File: src/rtl/simmem_pkg.sv
// Channel types and sizing shared by the simulated-memory responder and its queues.
package simmem_pkg;

  localparam int unsigned IdW               = 6;
  localparam int unsigned AddrW             = 32;
  localparam int unsigned DataW             = 32;
  localparam int unsigned MaxBurstLenFieldW = 4;

  localparam int unsigned WAddrQueueDepth = 4;
  localparam int unsigned RAddrQueueDepth = 4;

  typedef struct packed {
    logic [IdW-1:0]               id;
    logic [AddrW-1:0]             addr;
    logic [MaxBurstLenFieldW-1:0] burst_len;
  } waddr_t;

  typedef waddr_t raddr_t;

  typedef struct packed {
    logic [DataW-1:0] data;
  } wdata_t;

  typedef struct packed {
    logic [IdW-1:0] id;
  } wrsp_t;

  typedef struct packed {
    logic [IdW-1:0]   id;
    logic [DataW-1:0] data;
    logic             last;
  } rdata_t;

  typedef enum logic {
    RdIdle  = 1'b0,
    RdBurst = 1'b1
  } rd_state_e;

endpackage

File: src/rtl/simmem_resp_fifo.sv
// Registered FIFO with wrap-bit pointers; a pushed entry reaches the head one cycle later.
module simmem_resp_fifo #(
  parameter type         T     = logic,
  parameter int unsigned Depth = 4
) (
  input  logic clk_i,
  input  logic rst_ni,
  input  logic push_i,
  input  T     data_i,
  input  logic pop_i,
  output T     data_o,
  output logic full_o,
  output logic empty_o
);

  localparam int unsigned PtrW = $clog2(Depth);
  localparam logic [PtrW:0] PtrOne = 1;

  logic [PtrW:0] wptr_q, rptr_q;
  T              mem_q [Depth];
  logic          push_en, pop_en;

  assign empty_o = (wptr_q == rptr_q);
  assign full_o  = (wptr_q[PtrW] != rptr_q[PtrW]) &&
                   (wptr_q[PtrW-1:0] == rptr_q[PtrW-1:0]);
  assign data_o  = mem_q[rptr_q[PtrW-1:0]];

  assign push_en = push_i && !full_o;
  assign pop_en  = pop_i && !empty_o;

  always_ff @(posedge clk_i or negedge rst_ni) begin
    if (!rst_ni) begin
      wptr_q <= '0;
      rptr_q <= '0;
    end else begin
      if (push_en) wptr_q <= wptr_q + PtrOne;
      if (pop_en)  rptr_q <= rptr_q + PtrOne;
    end
  end

  // Storage is payload only; validity comes from the pointers.
  always_ff @(posedge clk_i) begin
    if (push_en) mem_q[wptr_q[PtrW-1:0]] <= data_i;
  end

endmodule

File: src/rtl/simmem_mem_responder.sv
// Behavioural far-end memory: counts write beats into responses, replays read
// bursts whose data is the beat address.
module simmem_mem_responder
  import simmem_pkg::*;
#(
  parameter int unsigned WAddrQueueDepth = simmem_pkg::WAddrQueueDepth,
  parameter int unsigned RAddrQueueDepth = simmem_pkg::RAddrQueueDepth
) (
  input  logic   clk_i,
  input  logic   rst_ni,
  input  waddr_t waddr_i,
  input  logic   waddr_valid_i,
  output logic   waddr_ready_o,
  input  wdata_t wdata_i,
  input  logic   wdata_valid_i,
  output logic   wdata_ready_o,
  input  raddr_t raddr_i,
  input  logic   raddr_valid_i,
  output logic   raddr_ready_o,
  output wrsp_t  wrsp_o,
  output logic   wrsp_valid_o,
  input  logic   wrsp_ready_i,
  output rdata_t rdata_o,
  output logic   rdata_valid_o,
  input  logic   rdata_ready_i
);

  localparam logic [MaxBurstLenFieldW-1:0] CntOne = 1;

  waddr_t w_head;
  raddr_t r_head;
  logic   w_full, w_empty, r_full, r_empty;
  logic   w_push, w_hs, w_last;
  logic   r_push, r_pop, r_load;

  logic [MaxBurstLenFieldW-1:0] wcnt_q;
  wrsp_t                        wrsp_q;
  logic                         wrsp_valid_q;

  rd_state_e                    state_q, state_d;
  logic [IdW-1:0]               r_id_q;
  logic [AddrW-1:0]             r_addr_q;
  logic [MaxBurstLenFieldW-1:0] r_len_q, rcnt_q;
  logic                         r_last;

  simmem_resp_fifo #(.T(waddr_t), .Depth(WAddrQueueDepth)) u_wq (
    .clk_i   (clk_i),
    .rst_ni  (rst_ni),
    .push_i  (w_push),
    .data_i  (waddr_i),
    .pop_i   (w_last),
    .data_o  (w_head),
    .full_o  (w_full),
    .empty_o (w_empty)
  );

  simmem_resp_fifo #(.T(raddr_t), .Depth(RAddrQueueDepth)) u_rq (
    .clk_i   (clk_i),
    .rst_ni  (rst_ni),
    .push_i  (r_push),
    .data_i  (raddr_i),
    .pop_i   (r_pop),
    .data_o  (r_head),
    .full_o  (r_full),
    .empty_o (r_empty)
  );

  // Write path: beats only flow once their address is queued and no response is pending.
  assign waddr_ready_o = !w_full;
  assign w_push        = waddr_valid_i && waddr_ready_o;
  assign wdata_ready_o = !w_empty && !wrsp_valid_q;
  assign w_hs          = wdata_valid_i && wdata_ready_o;
  assign w_last        = w_hs && (wcnt_q == w_head.burst_len);
  assign wrsp_o        = wrsp_q;
  assign wrsp_valid_o  = wrsp_valid_q;

  always_ff @(posedge clk_i or negedge rst_ni) begin
    if (!rst_ni) begin
      wcnt_q       <= '0;
      wrsp_q       <= '0;
      wrsp_valid_q <= 1'b0;
    end else if (w_hs) begin
      if (w_last) begin
        wcnt_q       <= '0;
        wrsp_q.id    <= w_head.id;
        wrsp_valid_q <= 1'b1;
      end else begin
        wcnt_q <= wcnt_q + CntOne;
      end
    end else if (wrsp_ready_i) begin
      wrsp_valid_q <= 1'b0;
    end
  end

  // Read path: reload straight from the queue on the last beat to avoid a bubble.
  assign raddr_ready_o = !r_full;
  assign r_push        = raddr_valid_i && raddr_ready_o;
  assign r_last        = (rcnt_q == r_len_q);

  always_comb begin
    state_d = state_q;
    r_pop   = 1'b0;
    r_load  = 1'b0;
    case (state_q)
      RdIdle: begin
        if (!r_empty) begin
          r_pop   = 1'b1;
          r_load  = 1'b1;
          state_d = RdBurst;
        end
      end
      RdBurst: begin
        if (rdata_ready_i && r_last) begin
          if (!r_empty) begin
            r_pop  = 1'b1;
            r_load = 1'b1;
          end else begin
            state_d = RdIdle;
          end
        end
      end
      default: state_d = RdIdle;
    endcase
  end

  always_ff @(posedge clk_i or negedge rst_ni) begin
    if (!rst_ni) begin
      state_q  <= RdIdle;
      r_id_q   <= '0;
      r_addr_q <= '0;
      r_len_q  <= '0;
      rcnt_q   <= '0;
    end else begin
      state_q <= state_d;
      if (r_load) begin
        r_id_q   <= r_head.id;
        r_addr_q <= r_head.addr;
        r_len_q  <= r_head.burst_len;
        rcnt_q   <= '0;
      end else if (state_q == RdBurst && rdata_ready_i && !r_last) begin
        rcnt_q <= rcnt_q + CntOne;
      end
    end
  end

  assign rdata_valid_o = (state_q == RdBurst);

  always_comb begin
    rdata_o = '0;
    if (state_q == RdBurst) begin
      rdata_o.id   = r_id_q;
      rdata_o.data = DataW'(r_addr_q) + DataW'(rcnt_q);
      rdata_o.last = r_last;
    end
  end

  logic unused_inputs;
  assign unused_inputs = ^{wdata_i, w_head.addr};

endmodule
File: config.mk
export PLATFORM = sky130hd
export DESIGN_NAME = simmem_mem_responder
export DESIGN_NICKNAME = d
export VERILOG_FILES = /design/src/rtl/simmem_pkg.sv /design/src/rtl/simmem_resp_fifo.sv /design/src/rtl/simmem_mem_responder.sv
export SDC_FILE = /design/constraint.sdc
export NUM_CORES = 1
export LEC_CHECK = 0
export CAP_MARGIN = 40
export CORE_MARGIN = 5
export CORE_UTILIZATION = 45
export DETAILED_ROUTE_END_ITERATION = 7
export GPL_ROUTABILITY_DRIVEN = 0
export GPL_TIMING_DRIVEN = 1
export PLACE_DENSITY_LB_ADDON = 0.1
export SYNTH_ARGS = -nofsm -noshare
export SYNTH_HDL_FRONTEND = slang
export SYNTH_SLANG_ARGS = --single-unit
File: constraint.sdc
create_clock -name clk_i -period 3.6 [get_ports clk_i]
set_input_delay 0.72 -clock clk_i [delete_from_list [all_inputs] [get_ports clk_i]]
set_output_delay 0.72 -clock clk_i [all_outputs]
set_load 0.02 [all_outputs]
==> flow_summary_export.csv <==
group,metric,value,unit
sta,final.setup_skew,0.01393,ns
clock_tree,cts_tree,"yes",
sta,fin_crit,3.643,ns
yosys,synth-edff-count,208,
final_layout,area_growth,24.01,%
worst_setup_path,reg2reg_to,"wrsp_o[5]$_DFFE_PN0P_",
yosys,postSynthCellCount,656,
die,io-pin-count,173,
sta,slew_viol_final,0,
yosys,netlist_area,0.01155,mm^2
routing,drtAntennaViolNets,0,
sta,hold_viol_final,0,
worst_setup_path,worstSetupPathType,"register to output pin",
yosys,post-synth-top-count-cell,"edfxtp_1",
worst_setup_path,required,2.88,ns
yosys,synthTopCellsByCount,"208 x edfxtp_1, 70 x dfrtp_1, 43 x mux4_2, 39 x mux2_2, 27 x nor2_1",
global_routing,grt_first_pass_wirelength,38180,um
placed_design,portBuffers,108,
worst_setup_path,worstRegToRegCells,5,
yosys,ys_seq_area_share,69.27,%
global_routing,antenna_found_initial,1,
die,coreArea,0.02525,mm^2
yosys,ys.warnings.count,0,
sta,finalCritPeriodShare,101.2,%
routing,drc,0,
yosys,syn-mean-instance-area,17.60,um^2
placed_design,dp_slack,-0.05291,ns
yosys,synth-seq-cells,278,
global_routing,grt_pass1_vias,6691,
worst_setup_path,cp.arrival,2.92,ns
routing,drtIter0Drc,336,
worst_setup_path,start_kind,"register",
run,maxCapViolations,0,
worst_setup_path,rr_startpoint,"u_wq.rptr_q[0]$_DFFE_PN0P_",
worst_setup_path,crit_fanout,8,
sta,finalSetupViolations,1,
routing,routed_wl,24020,um
clock_tree,htree_levels,1,
sta,final.setup.tns,-0.04343,ns
die,die_height,170.2,um
die,start_util,45.72,%
yosys,synthTopCellsByArea,"edfxtp_1 54%, dfrtp_1 15%, mux4_2 8.4%",
run_status,violations,"negative setup slack",
worst_setup_path,crit_slowest_cell,"dfrtp_1",
sta,relSlewSlack,51.36,%
clock_tree,cts-buffers-inserted,30,
sta,worst_pin_slew,0.7288,ns
run_status,status,"complete, but fails checks",
global_routing,overflow,0,
routing,via_count,6236,
clock_tree,clock_path_buffers,3,
min_path,hold_path.class,"input port to asynchronous set/reset pin",
yosys,synth_ff_type,"edfxtp_1",
die,chipWidth,170.2,um
sta,setup_ws,-0.04343,ns
pwr,p_total,12930,uW
yosys,ys_async_sr_fraction,25.18,%
die,dieArea,0.02896,mm^2
pwr,p_leak,0.005102,uW
pwr,ir_drop,618.3,uV
routing,drt_first_pass_iters,5,
sta,rsz0062_at_grt,"true",
sta,max_freq,274.5,MHz
routing,vias_per_cell,5.418,
clock_tree,cts_sinks,278,
clock_tree,clock_latency,0.55,ns
yosys,yosysTopAreaCell,"edfxtp_1",
worst_setup_path,crit_path_end_kind,"output pin",
yosys,yosysUniqueCellTypes,48,
clock_tree,postCtsHoldBufs,0,
clock_tree,root_buffer,"clkbuf_16",
yosys,syn_nets,796,
placed_design,hpwl,15600,um
final_layout,nNetsFinal,936,
global_routing,grt_max_degree,46,
yosys,yosysTopAreaCellShare,54.10,%
final_layout,fillers,2010,
die,rows,58,
clock_tree,cts.clk_slew.worst_paths,0.06,ns
pwr,p_per_area,903.1,mW/mm^2
global_routing,grt_usage,16.84,%
worst_setup_path,critPathMaxStageDelay,0.40,ns
worst_setup_path,crit_chain,"ha_4 -> inv_2 -> fa_2 -> nor2b_2 -> o21a_1 -> buf_6 -> o2111ai_4 -> or3_1 -> a21oi_1 -> buf_4",
final_layout,drive_above_1_share,26.10,%
routing,wire_per_inst,20.86,um
worst_setup_path,r2r_slack,0.84,ns
==> worst max-delay path: cells and delay by family (launching register included) <==
| kind | cells | cell delay, ns |
|---|---|---|
| fa+ha+maj | 2 | 0.53 |
| simple gates | 2 | 0.52 |
| flops | 1 | 0.40 |
| compound gates | 3 | 0.59 |
| buf+inv | 3 | 0.36 |
==> cell usage in the layout, fill, tap and decap left out, types with 19 or more instances in the layout <==
cell / instances
clkbuf_16: 31
dfrtp_1: 68
mux2_2: 39
edfxtp_1: 208
nor2_1: 27
xor2_1: 24
buf_4: 28
xnor2_1: 19
clkdlybuf4s50_1: 79
mux4_2: 43
==> registers in the layout (all words and copies together) (netlist names) <==
signal	cells
wrsp_o	6
wrsp_valid_o	1
rcnt_q	4
u_wq.mem_q	40
r_addr_q	32
rdata_valid_o	1
u_wq.wptr_q	3
u_wq.rptr_q	3
u_rq.wptr_q	3
wcnt_q	4
r_id_q	6
u_rq.mem_q	168
u_rq.rptr_q	3
r_len_q	4
==> where the power goes <==
group | internal [uW] | leakage [uW] | switching, uW | total (uW)
clock network | 1950 | 0.000514 | 1230 | 3190
registers | 4430 | 0.00273 | 538 | 4970
logic | 2270 | 0.00186 | 2500 | 4770
==> per-stage QoR <==
stage	util (%)	hold slack (ns)	instances	cell area [um^2]
after floorplan	-	0.4244	656	11550
after global placement	52.03	0.4753	1088	13140
after detailed placement	52.24	0.4805	1090	13190
after CTS	56.41	0.1020	1148	14240
after global routing	56.70	0.1283	1151	14320
final	56.70	0.1149	1151	14320
==> how the worst max path moves through the flow <==
stage	startpoint	endpoint	slack (ns)	cells past startpoint
global placement	r_addr_q[0]$_DFFE_PN0P_	rdata_o[25]	-0.009	9
global route	r_addr_q[0]$_DFFE_PN0P_	rdata_o[23]	-0.13	11
finish	r_addr_q[0]$_DFFE_PN0P_	rdata_o[31]	-0.04	10
floorplan	rcnt_q[0]$_DFFE_PN0P_	rdata_o[27]	0.45	9
detailed placement	r_addr_q[0]$_DFFE_PN0P_	rdata_o[27]	-0.05	9
CTS	rcnt_q[0]$_DFFE_PN0P_	rdata_o[23]	-0.008	11
==> final cells by class <==
cell class / count / area, um^2 / area share (%)
inverter: 16 / 60.06 / 0.4194
tap: 330 / 412.9 / 2.884
clock buffer: 35 / 800.8 / 5.592
clock inverter: 21 / 245.2 / 1.713
antenna: 1 / 2.502 / 0.01748
sequential: 278 / 8000 / 55.87
timing repair buffer: 135 / 1329 / 9.280
multi-input combinational: 335 / 3468 / 24.22
==> what timing repair did <==
action,in CTS,in global routing
gates resized for setup,95,29
pin swaps,4,7
setup endpoints to repair,28,18
buffers inserted,2,2
cloned,0,0
==> layer usage <==
| metal | up-vias | track usage, % | routed length (um) |
|---|---|---|---|
| met5 | - | 0 | 0 |
| met4 | 0 | 4.444 | 558 |
| met3 | 46 | 2.880 | 1070 |
| met2 | 147 | 29.07 | 12180 |
| met1 | 3197 | 22.30 | 10210 |
| li1 | 2846 | - | - |
==> kinds of logic after synthesis <==
logic type | Yosys count | share of synthesized area [%]
flip-flops | 278 | 69.27
AND/OR/NAND/NOR | 124 | 5.938
multiplexers | 98 | 15.15
AO/OA/AOI/OAI | 53 | 2.850
XOR/XNOR | 43 | 3.262
buffers and inverters | 43 | 1.625
adder cells (fa/ha/maj) | 17 | 1.907
Power figures use the tool's default switching activity.
